--- config.mk ---
export PLATFORM = sky130hd
export DESIGN_NAME = minmax_finder
export DESIGN_NICKNAME = d
export VERILOG_FILES = /design/src/rtl/minmax_finder.sv
export SDC_FILE = /design/constraint.sdc
export NUM_CORES = 1
export LEC_CHECK = 0
export ABC_AREA = 1
export CORE_MARGIN = 1
export CORE_UTILIZATION = 55
export CTS_BUF_LIST = sky130_fd_sc_hd__clkbuf_8
export DETAILED_ROUTE_END_ITERATION = 12
export DONT_BUFFER_PORTS = 1
export PLACE_DENSITY = 0.7
export SKIP_CTS_REPAIR_TIMING = 1
export SYNTH_ARGS = -nofsm -noshare
export SYNTH_HDL_FRONTEND = slang
export SYNTH_SLANG_ARGS = --single-unit
--- constraint.sdc ---
create_clock -name clk -period 8.4 [get_ports clk]
set_input_delay 1.68 -clock clk [delete_from_list [all_inputs] [get_ports clk]]
set_output_delay 1.68 -clock clk [all_outputs]
set_load 0.01 [all_outputs]
--- src/rtl/minmax_finder.sv ---
// Min/max scanner for IEEE-754 single-precision samples.
// Tracks the largest and smallest accepted samples in a window opened by
// start and closed by sample_last, using a total order on non-NaN values.
module minmax_finder #(
    parameter int unsigned CNT_W = 16
) (
    input  logic             clk,
    input  logic             rst,
    input  logic             start,
    input  logic             sample_valid,
    input  logic [31:0]      sample_data,
    input  logic             sample_last,
    output logic [31:0]      max,
    output logic [31:0]      min,
    output logic [CNT_W-1:0] count,
    output logic             valid,
    output logic             busy,
    output logic             empty,
    output logic             flat
);

    localparam int unsigned DATA_W = 32;

    typedef enum logic [1:0] {
        IDLE = 2'd0,
        SCAN = 2'd1,
        DONE = 2'd2
    } state_t;

    state_t             state;
    state_t             state_n;
    logic [DATA_W-1:0]  max_n;
    logic [DATA_W-1:0]  min_n;
    logic [CNT_W-1:0]   count_n;
    logic               valid_n;
    logic               busy_n;
    logic               empty_n;
    logic               flat_n;

    // Running values including the sample presented this cycle.
    logic [DATA_W-1:0]  acc_max;
    logic [DATA_W-1:0]  acc_min;
    logic [CNT_W-1:0]   acc_cnt;
    logic               is_nan;
    logic               accept;

    // Map a float onto an unsigned key whose order is the float order; -0 < +0.
    function automatic logic [DATA_W-1:0] order_key(input logic [DATA_W-1:0] x);
        return x[DATA_W-1] ? ~x : (x | 32'h8000_0000);
    endfunction

    // Accumulate the presented sample into the running max/min/count.
    always_comb begin
        acc_max = max;
        acc_min = min;
        acc_cnt = count;
        is_nan  = (sample_data[30:23] == 8'hFF) && (sample_data[22:0] != 23'd0);
        accept  = (state == SCAN) && sample_valid && !is_nan;
        if (accept) begin
            if (count == '0) begin
                acc_max = sample_data;
                acc_min = sample_data;
            end else begin
                if (order_key(sample_data) > order_key(max)) acc_max = sample_data;
                if (order_key(sample_data) < order_key(min)) acc_min = sample_data;
            end
            if (count != '1) acc_cnt = count + CNT_W'(1);
        end
    end

    // Next-state and next-output logic; start overrides everything but reset.
    always_comb begin
        state_n = state;
        max_n   = max;
        min_n   = min;
        count_n = count;
        valid_n = 1'b0;
        busy_n  = 1'b0;
        empty_n = empty;
        flat_n  = flat;

        case (state)
            IDLE: begin
                busy_n = 1'b0;
            end
            SCAN: begin
                busy_n  = 1'b1;
                max_n   = acc_max;
                min_n   = acc_min;
                count_n = acc_cnt;
                if (sample_valid && sample_last) begin
                    state_n = DONE;
                    valid_n = 1'b1;
                    busy_n  = 1'b0;
                    empty_n = (acc_cnt == '0);
                    flat_n  = (acc_cnt != '0) && (acc_max == acc_min);
                    if (acc_cnt == '0) begin
                        max_n = '0;
                        min_n = '0;
                    end
                end
            end
            DONE: begin
                state_n = IDLE;
            end
            default: begin
                state_n = IDLE;
            end
        endcase

        if (start) begin
            state_n = SCAN;
            max_n   = '0;
            min_n   = '0;
            count_n = '0;
            valid_n = 1'b0;
            busy_n  = 1'b1;
            empty_n = 1'b0;
            flat_n  = 1'b0;
        end
    end

    // State and output registers with synchronous reset.
    always_ff @(posedge clk) begin
        if (rst) begin
            state <= IDLE;
            max   <= '0;
            min   <= '0;
            count <= '0;
            valid <= 1'b0;
            busy  <= 1'b0;
            empty <= 1'b0;
            flat  <= 1'b0;
        end else begin
            state <= state_n;
            max   <= max_n;
            min   <= min_n;
            count <= count_n;
            valid <= valid_n;
            busy  <= busy_n;
            empty <= empty_n;
            flat  <= flat_n;
        end
    end

endmodule

==> impl_metrics.toml <==
[run_status]
status = "finished clean"

[clocking]
clkSinkCount = 86
cts_root_buffer = "clkbuf_8"
clk_pin_slew_ns = 0.10
tritoncts = "built"
cts_buffer_depth = 2
clk_latency_ns = 0.40
htree_levels = 3
cts_buffers = 9

[die]
initial_utilization_pct = 56.5
die_h_um = 121
coreArea_sq_um = 13900
dieArea_sq_um = 14700
rows = 43
die_width_um = 121
io_pins = 121

[setup_path]
required_ns = 8.73
reg2regPathDepth = 21
timing.rr.start = "max[31]"
cp-end-kind = "flop"
critical_path_class = "input port to flop"
cp-start-kind = "input port"
setup.worst_path.start = "sample_data[31]"
cp_max_fo = 51
cp-endpoint = "flat"
regToRegSetupSlack_ns = 3.85
critical_path_arrival_ns = 5.18
reg2reg_to = "flat"

[grt]
grt_pass1_wl_um = 34400
antenna_found_initial = 0
gr-total-overflow = 0
grt_pass1_vias = 6765
grt_max_degree = 73
grt.total_usage_pct = 29.6

[timing]
slew_headroom_pct = 29.6
hold_viol = 0
setup_viol = 0
maxSlewViolCount = 0
rsz0062_at_grt = "false"
min_period_over_period_pct = 57.8
post-route-min-period_ns = 4.85
fmax_mhz = 206
tns_ns = 0
worst_slew_pin_slew_ns = 1.05
fin_skew_ns = 0.00907
setup_ws_ns = 3.55
holdWs_ns = 0.556

[power]
sw_frac_of_total_pct = 33.4
internal-power_uw = 661
vdd_drop_max_mv = 0.0910
seq_power_share_pct = 42.1
leakagePower_nw = 3.46
combPwrFrac_pct = 22.5
cellPowerDensity_nw_per_um2 = 124
switchingPower_uw = 331
clkPwrFrac_pct = 35.4

[routing]
antenna_left = 0
firstDrtPassIters = 5
via_count = 7590
drt_iter0_drc = 606
drt-total-wl_um = 21200
drcViolationCount = 0
drt-wirelength-per-cell_um = 15.2
via_per_inst = 5.44

[layout]
fill_cells = 1363
layout-drive-gt1-share_pct = 4.28
antenna_cells = 0
num-nets-final = 1312
area_growth_pct = 1.69

[worst_hold_path]
hold_path.class = "flop to flop"

[synth]
syn_area_sq_um = 7840
synth_edf_count = 0
synth_cells = 1250
synthFlopType = "dfxtp_1"
synth_area_leader_cell = "dfxtp_1"
ys_seq_area_share_pct = 22.0
synth.area.top_cells = "dfxtp_1 (22%), nand2_1 (20%), ha_1 (10%)"
synth_cell_types = 36
synth_warnings = 0
async_flop_share_pct = 0
syn_nets = 1352
synth_commonest_cells = "nand2_1 (417), nand3_1 (130), inv_1 (124)"
syn_avg_cell_area_sq_um = 6.27
synth_most_common_cell = "nand2_1"
synth_top_area_share_pct = 22.0
synth.ff_latch_count = 86

[placed_design]
gpl.final_weighted_congestion = 0.857
pre_cts_ws_ns = 3.17
port_buffers = 0
dpl.hpwl_um = 14800

[flow_run]
drv_cap = 0
worst max-delay path, cell delays in order:
cell     delay, ns
xor2_1        0.15
ha_1          0.31
nand2_1       0.06
nor2_1        0.12
nand2_1       0.13
nor4b_2       0.31
nand2_1       0.09
nand2_1       0.06
nand2_1       0.05
nand2_2       0.47
nand2_4       0.51
o21ai_1       0.36
nand3_1       0.11
nand2_1       0.09
nand2_1       0.06
nor2_1        0.16
nand2_1       0.07
nor2_1        0.15
nand3_1       0.09
a21oi_1       0.12
registers in the layout (all words and copies together), names as in the netlist:
signal	count
max	32
min	32
count	16
state	2
busy	1
empty	1
flat	1
valid	1
final cells by class:
class                           count  area, sq um  area share, %
Clock inverter                      7          103           1.29
Tap cell                          180          225           2.83
Inverter                          137          519           6.51
Sequential cell                    86         1720           21.6
Timing Repair Buffer                4         30.0          0.377
Clock buffer                        9          124           1.55
Multi-Input combinational cell    972         5250           65.8
kinds of logic (layout without fill, tap and decap cells):
family          Yosys count  count (layout)  synth area share (%)
fa+ha+maj                65              65                  10.4
xor+xnor                101             101                  11.3
buf+inv                 192             157                  11.1
simple gates            649             649                  34.7
flops                    86              86                  22.0
compound gates          157             157                  10.6
how the worst min path moves through the flow:
stage,end,from,cells after the start
4_1_cts,min[11],min[11],2
2_1_floorplan,flat,flat,2
6_report,max[27],max[27],2
5_1_grt,min[19],min[19],2
3_5_place_dp,max[27],max[27],2
3_3_place_gp,max[27],max[27],2
power groups by stage:
stage          clock network, mW  registers, mW  logic, mW
6_report                   0.351          0.418      0.223
5_1_grt                    0.372          0.419      0.261
4_1_cts                    0.358          0.418      0.223
3_5_place_dp                   0          0.428      0.221
3_3_place_gp                   0          0.428      0.219
2_1_floorplan                  0          0.426      0.188
metal layers:
metal | GRT usage, % | part of all wire (%)
met1 | 39.5 | 46
met5 | 0 | 0
met2 | 47.7 | 45
met3 | 6.02 | 7.4
met4 | 9.03 | 1.6
cell usage in the layout (no fill, tap or decap), types with 2 or more instances in the layout:
master,instances
nand4_1,11
dfxtp_2,2
nand2_2,2
nor2_4,2
o22ai_1,2
nor4_1,4
inv_2,11
a21oi_1,107
xor2_1,37
nor2_1,68
ha_1,65
nand2_1,417
o21a_1,5
nor2_2,3
or2_2,3
xnor2_1,64
inv_4,2
o21ai_0,23
dfxtp_1,84
o211ai_1,4
nand2_4,3
inv_6,4
o21ai_1,12
inv_1,124
buf_4,4
nand3_1,130
bufinv_16,2
clkbuf_8,9
nor3_1,4
metrics by stage:
stage	power (mW)	instances	instance area [sq um]	util [%]
4_1_cts	0.999	1395	7970	57.4
6_report	0.992	1395	7970	57.4
5_1_grt	1.05	1395	7970	57.4
3_5_place_dp	0.649	1379	7740	55.8
3_3_place_gp	0.647	1379	7740	55.8
2_1_floorplan	0.613	1250	7840	-
Note: power is estimated with default switching activity, not from simulation.
